$ cat config.mk
export PLATFORM = sky130hd
export DESIGN_NAME = ps2_keyboard_rx
export DESIGN_NICKNAME = d
export VERILOG_FILES = /design/src/rtl/ps2_pkg.sv /design/src/rtl/ps2_line_filter.sv /design/src/rtl/ps2_keyboard_rx.sv
export SDC_FILE = /design/constraint.sdc
export NUM_CORES = 1
export LEC_CHECK = 0
export ABC_CLOCK_PERIOD_IN_PS = 6300
export BUFFER_PORTS_ARGS = -buffer_cell sky130_fd_sc_hd__buf_2
export CAP_MARGIN = 25
export CORE_ASPECT_RATIO = 1.25
export CORE_MARGIN = 3
export CORE_UTILIZATION = 60
export CTS_CLUSTER_DIAMETER = 40
export DETAILED_ROUTE_END_ITERATION = 16
export PLACE_DENSITY = 0.79
export SYNTH_ARGS = -nofsm -noshare
export SYNTH_HDL_FRONTEND = slang
export SYNTH_SLANG_ARGS = --single-unit
$ cat constraint.sdc
create_clock -name CLOCK_50 -period 6.3 [get_ports CLOCK_50]
set_input_delay 1.26 -clock CLOCK_50 [delete_from_list [all_inputs] [get_ports CLOCK_50]]
set_output_delay 1.26 -clock CLOCK_50 [all_outputs]
set_load 0.05 [all_outputs]
$ cat src/rtl/ps2_pkg.sv
// ps2_pkg: scan-code set 2 prefix bytes and receiver FSM states shared by the PS/2 keyboard receiver.
package ps2_pkg;
    localparam logic [7:0] PS2_BREAK = 8'hF0;
    localparam logic [7:0] PS2_EXT   = 8'hE0;

    typedef enum logic [2:0] {IDLE, DATA, PARITY, STOP, CHECK} ps2_state_t;
endpackage

$ cat src/rtl/ps2_line_filter.sv
// ps2_line_filter: 2-flop synchronizer, FILTER_LEN glitch filter and falling-edge strobe for one PS/2 line.
module ps2_line_filter #(
    parameter int FILTER_LEN = 8
) (
    input  logic clk,
    input  logic resetn,
    input  logic line_in,
    output logic bit_evt
);
    localparam int CW = $clog2(FILTER_LEN + 1);

    logic          s1;
    logic          s2;
    logic          clk_f;
    logic [CW-1:0] cnt;
    logic          flip;

    // The filtered level flips on the FILTER_LEN-th consecutive differing sample.
    assign flip = (s2 != clk_f) && (cnt == CW'(FILTER_LEN - 1));

    always_ff @(posedge clk or negedge resetn) begin
        if (!resetn) begin
            s1      <= 1'b1;
            s2      <= 1'b1;
            clk_f   <= 1'b1;
            cnt     <= '0;
            bit_evt <= 1'b0;
        end else begin
            s1      <= line_in;
            s2      <= s1;
            clk_f   <= flip ? s2 : clk_f;
            cnt     <= (s2 == clk_f || flip) ? '0 : cnt + 1'b1;
            bit_evt <= flip && !s2;
        end
    end
endmodule

$ cat src/rtl/ps2_keyboard_rx.sv
// ps2_keyboard_rx: receive-only PS/2 keyboard frame decoder producing scan-code set 2 press/release strobes.
module ps2_keyboard_rx
    import ps2_pkg::*;
#(
    parameter int FILTER_LEN     = 8,
    parameter int TIMEOUT_CYCLES = 5000
) (
    input  logic       CLOCK_50,
    input  logic       resetn,
    input  logic       PS2_CLK,
    input  logic       PS2_DAT,
    output logic [7:0] keycode,
    output logic       key_pressed,
    output logic       key_released,
    output logic       extended,
    output logic       frame_error
);
    localparam int WW = $clog2(TIMEOUT_CYCLES + 1);

    ps2_state_t    state, state_n;
    logic          bit_evt;
    logic          dat_s1, dat;
    logic [2:0]    cnt, cnt_n;
    logic [7:0]    sh, sh_n;
    logic          par, par_n;
    logic          stp, stp_n;
    logic [WW-1:0] wd, wd_n;
    logic          ext_pend, ext_n;
    logic          brk_pend, brk_n;
    logic [7:0]    kc_n;
    logic          ex_n, kp_n, kr_n, fe_n;
    logic          timeout;

    ps2_line_filter #(.FILTER_LEN(FILTER_LEN)) u_clk_filter (
        .clk     (CLOCK_50),
        .resetn  (resetn),
        .line_in (PS2_CLK),
        .bit_evt (bit_evt)
    );

    // Data only needs the synchronizer: it is sampled long after it settles.
    assign timeout = (state inside {DATA, PARITY, STOP}) && !bit_evt && (wd == WW'(TIMEOUT_CYCLES - 1));

    always_comb begin
        state_n = state;
        cnt_n   = cnt;
        sh_n    = sh;
        par_n   = par;
        stp_n   = stp;
        wd_n    = (state == IDLE || bit_evt) ? '0 : wd + 1'b1;
        ext_n   = ext_pend;
        brk_n   = brk_pend;
        kc_n    = keycode;
        ex_n    = extended;
        kp_n    = 1'b0;
        kr_n    = 1'b0;
        fe_n    = 1'b0;
        case (state)
            IDLE: if (bit_evt && !dat) begin
                state_n = DATA;
                cnt_n   = '0;
            end
            DATA: if (bit_evt) begin
                sh_n    = {dat, sh[7:1]};
                cnt_n   = cnt + 1'b1;
                state_n = (cnt == 3'd7) ? PARITY : DATA;
            end
            PARITY: if (bit_evt) begin
                par_n   = dat;
                state_n = STOP;
            end
            STOP: if (bit_evt) begin
                stp_n   = dat;
                state_n = CHECK;
            end
            CHECK: begin
                state_n = IDLE;
                if (!(^{sh, par}) || !stp) begin
                    fe_n  = 1'b1;
                    ext_n = 1'b0;
                    brk_n = 1'b0;
                end else if (sh == PS2_EXT) begin
                    ext_n = 1'b1;
                end else if (sh == PS2_BREAK) begin
                    brk_n = 1'b1;
                end else begin
                    kc_n  = sh;
                    ex_n  = ext_pend;
                    kr_n  = brk_pend;
                    kp_n  = !brk_pend;
                    ext_n = 1'b0;
                    brk_n = 1'b0;
                end
            end
            default: state_n = IDLE;
        endcase
        if (timeout) begin
            state_n = IDLE;
            fe_n    = 1'b1;
            ext_n   = 1'b0;
            brk_n   = 1'b0;
        end
    end

    always_ff @(posedge CLOCK_50 or negedge resetn) begin
        if (!resetn) begin
            state        <= IDLE;
            dat_s1       <= 1'b1;
            dat          <= 1'b1;
            cnt          <= '0;
            sh           <= '0;
            par          <= 1'b0;
            stp          <= 1'b1;
            wd           <= '0;
            ext_pend     <= 1'b0;
            brk_pend     <= 1'b0;
            keycode      <= 8'h00;
            extended     <= 1'b0;
            key_pressed  <= 1'b0;
            key_released <= 1'b0;
            frame_error  <= 1'b0;
        end else begin
            state        <= state_n;
            dat_s1       <= PS2_DAT;
            dat          <= dat_s1;
            cnt          <= cnt_n;
            sh           <= sh_n;
            par          <= par_n;
            stp          <= stp_n;
            wd           <= wd_n;
            ext_pend     <= ext_n;
            brk_pend     <= brk_n;
            keycode      <= kc_n;
            extended     <= ex_n;
            key_pressed  <= kp_n;
            key_released <= kr_n;
            frame_error  <= fe_n;
        end
    end
endmodule

Word level (Yosys, flattened, before mapping)

Cells that the tools add are included.

Output and inout port bits: 12
Register bits: 53

Add/subtract/negate cells: 3
Reduce and logical (&&, ||, !) cells: 27
Equality and inequality tests: 19
Bitwise operators: 3
Mux-type cells: 33

Operators by type and width:

| cell                  | count |
|---|---|
| $mux 1                | 21 |
| $mux 3                | 7 |
| $eq 8x8->1 const B    | 2 |
| $add 13x1->13 const B | 1 |
| $eq 13x13->1 const B  | 1 |
| $mux 13               | 1 |
| $ne 3x2->1 const B    | 4 |
| $pmux 3 s4            | 1 |
| $reduce_and 2->1      | 5 |
| $reduce_xor 9->1      | 1 |
| $reduce_and 4->1      | 2 |
| $eq 3x2->1 const B    | 2 |
| $eq 3x3->1 const B    | 2 |
| $logic_not 1->1       | 6 |
| $pmux 3 s2            | 1 |
| $logic_and 1x1->1     | 5 |
| $add 4x1->4 const B   | 1 |
| $eq 4x3->1 const B    | 1 |
| $mux 4                | 1 |
| $ne 2x1->1 const B    | 2 |
| $ne 4x4->1 const B    | 1 |
| $reduce_bool 2->1     | 2 |
| $add 3x1->3 const B   | 1 |
| $eq 3x1->1 const B    | 1 |
| 9 further kinds       | 13 |

Logic depth before layout (Yosys ltp)

Gate-level depths: netlist (run 1).

Word-level depth: 6
Gate-level depth with buffers: 7
Mapped depth without buffers: 7

Hierarchy

Synthesis (run 1) repeated with hierarchy kept, for this count alone.

Cells, all modules: 196
Area total of the unflattened synthesis: 2347.3 um2

By module, submodules not included:

| module          | area an instance (um2) | times used | seq. area each (um2) | cells an instance |
|---|---|---|---|---|
| ps2_keyboard_rx | 2024.4                 | 1          | 1129.8               | 174 |
| ps2_line_filter | 322.8                  | 1          | 203.9                | 22 |

Worst setup path after synthesis (run 1)

OpenSTA, ideal clock, no wires.

Path kind: flip-flop to flip-flop
From: register sh[4]
To: register extended
Library setup time: 125 ps
Cell stages (with the launch flop): 7
Data arrival time: 2099 ps
Period minus slack after synthesis: 2224 ps
Setup slack: 4076 ps
Path through: dfrtp_1 xnor2_1 xnor3_2 xnor2_1 and4_1 a21oi_4 mux2_2

Longest elaborated chain between the ends: 5
Elaborated cells on any way between the ends: 9
Those cells by class: eq/ne (2); bitwise (3); reduce/logical (4)

Ends and longest elaborated chain:

| element                               | line                   | source |
|---|---|---|
| from (decl)                           | ps2_keyboard_rx.sv:24  | `logic [7:0] sh, sh_n;` |
| from (signal assigned)                | ps2_keyboard_rx.sv:127 | `sh <= sh_n;` |
| $reduce_xor 9->1                      | ps2_keyboard_rx.sv:78  | `if (!(^{sh, par}) \|\| !stp) begin` |
| $logic_not 1->1                       | ps2_keyboard_rx.sv:78  |  |
| $logic_or 1x1->1                      | ps2_keyboard_rx.sv:78  |  |
| $not 1->1 (no source line)            | --                     |  |
| $reduce_and 4->1 (no source line) (*) | --                     |  |
| to (signal assigned)                  | ps2_keyboard_rx.sv:134 | `extended <= ex_n;` |
| to (decl)                             | ps2_keyboard_rx.sv:15  | `output logic extended,` |

Mark *: on every way between the ends. The rest lies on a longest branch, timed or not.
A chain may end at the register's enable or synchronous reset.

Final worst setup path (run 1)

From: register sh[4]
To: register keycode[5]

Longest elaborated chain between the ends: 5
Elaborated cells on any way between the ends: 9
Those cells by class: eq/ne (2); bitwise (3); reduce/logical (4)

Ends and longest elaborated chain:

| element                               | line                   | source |
|---|---|---|
| $reduce_xor 9->1                      | ps2_keyboard_rx.sv:78  |  |
| $logic_not 1->1                       | ps2_keyboard_rx.sv:78  |  |
| $logic_or 1x1->1                      | ps2_keyboard_rx.sv:78  |  |
| $not 1->1 (no source line)            | --                     |  |
| $reduce_and 4->1 (no source line) (*) | --                     |  |
| to (signal assigned)                  | ps2_keyboard_rx.sv:133 | `keycode <= kc_n;` |
| to (decl)                             | ps2_keyboard_rx.sv:12  | `output logic [7:0] keycode,` |

Marked as above.

==> impl_metrics.csv, run 1 <==
group,metric,value,unit
synthesis,ys_seq_area_share,57.3,%
synthesis,postSynthAreaPerCell,11.9,sq um
worst_setup_path,ff2ff_path_depth,6,
placed_design,numPortBuffers,15,
sta,fin_crit,2480,ps
drt,wirelength,4.12,mm
finish,finalNetCount,222,
worst_setup_path,timing.critical_path.to,"keycode[5]$_DFFE_PN0P_",
finish,design_area,2570,sq um
drt,via_per_inst,5.92,
finish,drive_gt1_share,26.0,%
worst_setup_path,critical_path.top_delay_family,"XOR/XNOR gates",
floorplanning,die_y,75.7,microns
synthesis,synth_nets,203,
synthesis,yosysTopAreaCellShare,50.5,%
clock_network,cts.sinks,53,
floorplanning,initial_core_util,64.7,%
sta,tightest_slew,905,ps
floorplanning,core_area,3600,sq um
sta,slew_headroom,39.4,%
drt,ant_nets,0,
clock_network,htree_levels,2,
pwr,leakagePower,1.26,nW
worst_hold_path,hold_path_class,"register to register",
synthesis,synth_commonest_cells,"dfrtp_1, nor2_1, mux2_2",
worst_setup_path,crit_buf_inv,0,
synthesis,synth.distinct_cells,36,
clock_network,post_cts_resized,0,
synthesis,synth_warnings,0,
floorplanning,ios,16,
synthesis,yosys_most_used_dff,"dfrtp_1",
worst_setup_path,r2r_setup_slack,3820,ps
synthesis,synth.cell_area,2330,sq um
synthesis,synth_edf_count,0,
clock_network,cts.reportedPaths.clkPinSlew,90,ps
worst_setup_path,max_stage_delay,450,ps
clock_network,cts_tree,"yes",
worst_setup_path,critPathRequiredTime,6490,ps
worst_setup_path,startpoint,"sh[4]$_DFFE_PN0P_",
sta,finalCritPeriodShare,39.4,%
worst_setup_path,critPathSlowestCell,"dfrtp_1",
synthesis,synthCells,195,
synthesis,ys_top_cells_by_area,"dfrtp_1, mux2_2, dfstp_2, xnor2_1, nor2_1",
clock_network,cts_root_buf,"clkbuf_8",
clock_network,numCtsBuffers,5,
floorplanning,die-width,61.7,microns
finish,area_growth_syn_to_layout,10.5,%
placed_design,dp_hpwl,2.95,mm
global_routing,grt_max_degree,29,
sta,hold_viol,0,
floorplanning,num_rows,24,
finish,antenna_cells,0,
drt,wl_per_cell,16.2,microns
clock_network,cts_setup_buffers,0,
worst_setup_path,cp_common_cell,"xnor2_1",
worst_setup_path,r2r-end,"keycode[5]$_DFFE_PN0P_",
sta,tns,0,ps
clock_network,hold_buffers,0,
synthesis,synth-async-reset-ratio,100,%
synthesis,synth_area_leader_cell,"dfrtp_1",
sta,slew_viol_final,0,
drt,routed-via-count,1503,
drt,first_pass_iters,4,
placed_design,place.gp.congestion,0.886,
clock_network,clk_latency,300,ps
global_routing,grt_pass1_vias,1544,
worst_setup_path,crit_type,"register to register",
worst_setup_path,arrival,2670,ps
placed_design,placed_area,2460,sq um
sta,fin_skew,10.1,ps
global_routing,grt_pass1_wl,7.02,mm
drt,drt-initial-drc-count,76,
clock_network,cts_buffer_depth,2,
pwr,power_density,245,nW/um^2
synthesis,ys_seq_elements,53,
worst_setup_path,crit_chain,"xnor2_1 > xnor3_2 > xnor2_1 > and4_1 > a21oi_4 > mux2_2",
synthesis,synth_most_common_cell,"dfrtp_1",
status,status,"complete, no violations",
pwr,vdd_drop_max,216,uV
sta,rsz0062_at_grt,"no",
global_routing,overflow,0,
drt,drc,0,
worst_setup_path,cp-start-kind,"register",
worst_setup_path,cp_num_cells,6,
sta,fmax,403,MHz
global_routing,grt_usage,21.1,%
worst_setup_path,timing.rr.start,"sh[4]$_DFFE_PN0P_",
worst_setup_path,worst-path-max-fanout,10,
worst_setup_path,end_kind,"register",
global_routing,antenna_found_initial,0,
sta,finalSetupViolCount,0,
floorplanning,dieArea,4670,sq um
job,drv_cap,0,
==> routing by layer <==
| metal | vias up | routed length, microns | GRT usage [%] |
|---|---|---|---|
| li1 | 699 | - | - |
| met1 | 754 | 1570 | 22.1 |
| met2 | 36 | 2280 | 37.6 |
| met3 | 14 | 137 | 4.75 |
| met4 | 0 | 133 | 12.3 |
| met5 | - | 0 | 0 |
==> registers in the layout, summed over array words and instances (netlist names), 3 cells and up <==
register,flops
wd,13
keycode,8
sh,8
u_clk_filter.cnt,4
cnt,3
state,3
==> metrics by stage <==
stage | setup slack (ps) | util [%] | hold slack (ps) | total power, mW | std cells
final | 3820 | 71.5 | 364 | 0.631 | 254
after CTS | 3800 | 71.5 | 363 | 0.639 | 254
after floorplan | 4080 | - | 345 | 0.391 | 195
after detailed placement | 3810 | 68.2 | 354 | 0.406 | 246
after global routing | 3730 | 71.5 | 373 | 0.663 | 254
after global placement | 3960 | 67.7 | 347 | 0.401 | 245
==> cells in the final DEF, fill, tap and decap left out, drive strengths merged, types with 2 or more instances in the layout <==
cell     n
xor2     8
ha       4
nor3     4
or2      2
nand3b   3
dfrtp   47
a22o     2
nand2   11
o21ai    3
nand4b   2
a21oi    6
mux2    20
nor2    27
nand3   10
inv      3
nand2b   2
buf     16
and3     3
clkbuf   7
dfstp    6
xnor2   13
nor3b    2
==> how the worst min path moves through the flow <==
| stage | slack, ps | depth (start not counted) | to | startpoint |
|---|---|---|---|---|
| floorplan | 350 | 0 | dat$_DFF_PN1_ | dat_s1$_DFF_PN1_ |
| global placement | 350 | 0 | dat$_DFF_PN1_ | dat_s1$_DFF_PN1_ |
| detailed placement | 350 | 0 | u_clk_filter.s2$_DFF_PN1_ | u_clk_filter.s1$_DFF_PN1_ |
| CTS | 360 | 0 | u_clk_filter.s2$_DFF_PN1_ | u_clk_filter.s1$_DFF_PN1_ |
| global route | 370 | 0 | u_clk_filter.s2$_DFF_PN1_ | u_clk_filter.s1$_DFF_PN1_ |
| finish | 360 | 0 | u_clk_filter.s2$_DFF_PN1_ | u_clk_filter.s1$_DFF_PN1_ |
==> logic make-up (layout without fill, tap and decap cells) <==
| family | after synthesis | in the layout | share of synthesized area [%] |
|---|---|---|---|
| AO/OA/AOI/OAI | 14 | 14 | 4.14 |
| buffers and inverters | 7 | 27 | 1.13 |
| flip-flops | 53 | 53 | 57.3 |
| adder cells (fa/ha/maj) | 4 | 4 | 2.15 |
| AND/OR/NAND/NOR | 74 | 74 | 16.0 |
| multiplexers | 21 | 21 | 10.4 |
| XOR/XNOR | 22 | 22 | 8.92 |
==> area by class of cell <==
type | count | area, sq um
Clock buffer | 7 | 86.3
Clock inverter | 1 | 30.0
Fill cell | 267 | 1030
Inverter | 3 | 11.3
Multi-Input combinational cell | 135 | 970
Sequential cell | 53 | 1330
Tap cell | 39 | 48.8
Timing Repair Buffer | 16 | 95.1
==> where the power goes <==
group | internal [mW] | switching [mW]
Sequential | 0.355 | 0.00920
Combinational | 0.0157 | 0.0183
Clock | 0.130 | 0.103
Total | 0.500 | 0.131
(Power assumes the default switching activity.)
==> inputs of run 2 (changes only) <==
ABC_CLOCK_PERIOD_IN_PS = 2200   (was 6300)
CORE_UTILIZATION = 53   (was 60)
PLACE_DENSITY = 0.74   (was 0.79)
clock period = 2.2 ns   (was 6.3 ns; I/O delays follow)
==> impl_metrics.csv, run 2 (same netlist as run 1, synthesis figures left out) <==
group,metric,value,unit
sta,finalSetupViolCount,8,
pwr,p_int,1.31,mW
worst_setup_path,critPathRequiredTime,2390,ps
sta,hold_viol,0,
placed_design,numPortBuffers,15,
clock_network,cts.reportedPaths.clkPinSlew,100,ps
pwr,swShare,23.1,%
clock_network,cts.sinks,53,
job,drv_cap,0,
clock_network,hold_buffers,0,
floorplanning,num_rows,26,
finish,design_area,2690,sq um
sta,fmax,445,MHz
finish,reg_top3,"wd: 13 flops, keycode: 8 flops, sh: 8 flops",
pwr,leakagePower,1.32,nW
clock_network,numCtsBuffers,5,
pwr,total_power,1.71,mW
clock_network,cts_root_buf,"clkbuf_8",
floorplanning,dieArea,5230,sq um
drt,first_pass_iters,4,
clock_network,clk_latency,310,ps
placed_design,dp_hpwl,2.91,mm
clock_network,cts_tree,"yes",
finish,largest_reg_flops,13,
drt,drc,0,
sta,fin_crit,2240,ps
sta,fin_skew,10.5,ps
pwr,power_frac_seq,61.1,%
finish,layout_common_cells,"dfrtp_1, nor2_1, mux2_2, buf_2, buf_4",
sta,slew_headroom,57.7,%
drt,ant_nets,0,
pwr,power_density,636,nW/um^2
floorplanning,ios,16,
status,status,"complete, but fails checks",
global_routing,grt_pass1_vias,1614,
worst_setup_path,r2r-end,"keycode[6]$_DFFE_PN0P_",
finish,regMostFlops,"wd",
pwr,power.share.combinational,5.7,%
pwr,switchingPower,0.395,mW
status,violations,"setup timing",
worst_setup_path,worst-path-max-fanout,10,
finish,finalNetCount,234,
finish,drive_gt1_share,31.3,%
worst_hold_path,hold_path_class,"input port to asynchronous set/reset pin",
sta,setup_ws,-44.9,ps
worst_setup_path,crit_type,"register to register",
finish,area_growth_syn_to_layout,15.5,%
placed_design,place.gp.congestion,0.892,
global_routing,grt_pass1_wl,7.21,mm
placed_design,placed_area,2560,sq um
worst_setup_path,r2r_setup_slack,-40,ps
worst_setup_path,crit_buf_inv,1,
floorplanning,die_y,80.1,microns
sta,tightest_slew,635,ps
finish,antenna_cells,0,
sta,finalCritPeriodShare,102,%
floorplanning,die-width,65.3,microns
sta,rsz0062_at_grt,"yes",
finish,final_common_cell,"dfrtp_1",
worst_setup_path,crit_chain,"xnor2_1 > xnor3_2 > mux2_4 > mux2i_4 > a21oi_4 > buf_12 > mux2_2",
worst_setup_path,timing.rr.start,"sh[2]$_DFFE_PN0P_",
worst_setup_path,arrival,2440,ps
global_routing,antenna_found_initial,0,
pwr,vdd_drop_max,461,uV
sta,slew_viol_final,0,
drt,wl_per_cell,14.7,microns
worst_setup_path,max_stage_delay,500,ps
worst_setup_path,critPathSlowestCell,"xnor3_2",
drt,wirelength,4.16,mm
global_routing,grt_max_degree,54,
drt,via_per_inst,5.35,
clock_network,htree_levels,2,
pwr,p_clk_share,33.2,%
global_routing,grt_usage,18.1,%
worst_setup_path,ff2ff_path_depth,7,
worst_setup_path,critical_path.top_delay_family,"multiplexers",
drt,routed-via-count,1513,
drt,drt-initial-drc-count,117,
worst_setup_path,cp-start-kind,"register",
global_routing,overflow,0,
clock_network,cts_buffer_depth,2,
floorplanning,core_area,4160,sq um
floorplanning,initial_core_util,55.9,%
worst_setup_path,end_kind,"register",
## run 2: what timing repair did
item | in CTS | in global routing
resized for setup | 2 | 1
buffers inserted | 1 | 0
pin swaps | 0 | 0
setup endpoints to repair | 8 | 9
## run 2: worst max path at each step
stage / start / to / depth (start not counted)
floorplan: sh[4]$_DFFE_PN0P_ / extended$_DFFE_PN0P_ / 6
global placement: sh[2]$_DFFE_PN0P_ / keycode[6]$_DFFE_PN0P_ / 6
detailed placement: sh[2]$_DFFE_PN0P_ / keycode[6]$_DFFE_PN0P_ / 6
CTS: sh[2]$_DFFE_PN0P_ / keycode[6]$_DFFE_PN0P_ / 7
global route: sh[2]$_DFFE_PN0P_ / keycode[6]$_DFFE_PN0P_ / 7
finish: sh[2]$_DFFE_PN0P_ / keycode[6]$_DFFE_PN0P_ / 7
## run 2: metrics by stage
stage / setup TNS (ps) / cells / hold slack, ps / setup slack [ps] / utilization [%]
2_1_floorplan: 0 / 195 / 144 / 41.9 / -
3_3_place_gp: 0 / 274 / 346 / 30.9 / 61.4
3_5_place_dp: -308 / 274 / 348 / -43.9 / 61.4
4_1_cts: -10.4 / 283 / 218 / -9.15 / 64.4
5_1_grt: -790 / 283 / 211 / -117 / 64.6
6_report: -263 / 283 / 224 / -44.9 / 64.6
## run 2: layout make-up
type                    count  area [sq um]
multi-input cells         135           996
clock inverters             1          7.51
fillers                   344          1470
repair buffers             28           185
clock buffers               7          86.3
flip-flops and latches     53          1330
well taps                  56          70.1
inverters                   3          11.3
## run 2: worst reg2reg max path, stage by stage, from the launching register on
cell and delay, ps:
dfrtp_1 400, xnor2_1 170, xnor3_2 500, mux2_4 340, mux2i_4 190, a21oi_4 90, buf_12 170, mux2_2 260
## run 2: power groups by stage
stage	Clock [mW]	Sequential, mW	Combinational, mW
after floorplan	0	1.05	0.0649
after global placement	0	1.06	0.0922
after detailed placement	0	1.06	0.102
after CTS	0.577	1.04	0.102
after global routing	0.617	1.05	0.117
final	0.567	1.05	0.0977
## run 2: routing by layer
metal | track usage [%] | wire, microns | vias to the layer above
met5 | 0 | 0 | -
met4 | 7.47 | 75 | 0
met3 | 4.34 | 139 | 8
met2 | 33.0 | 2230 | 30
met1 | 19.8 | 1710 | 747
li1 | - | - | 728
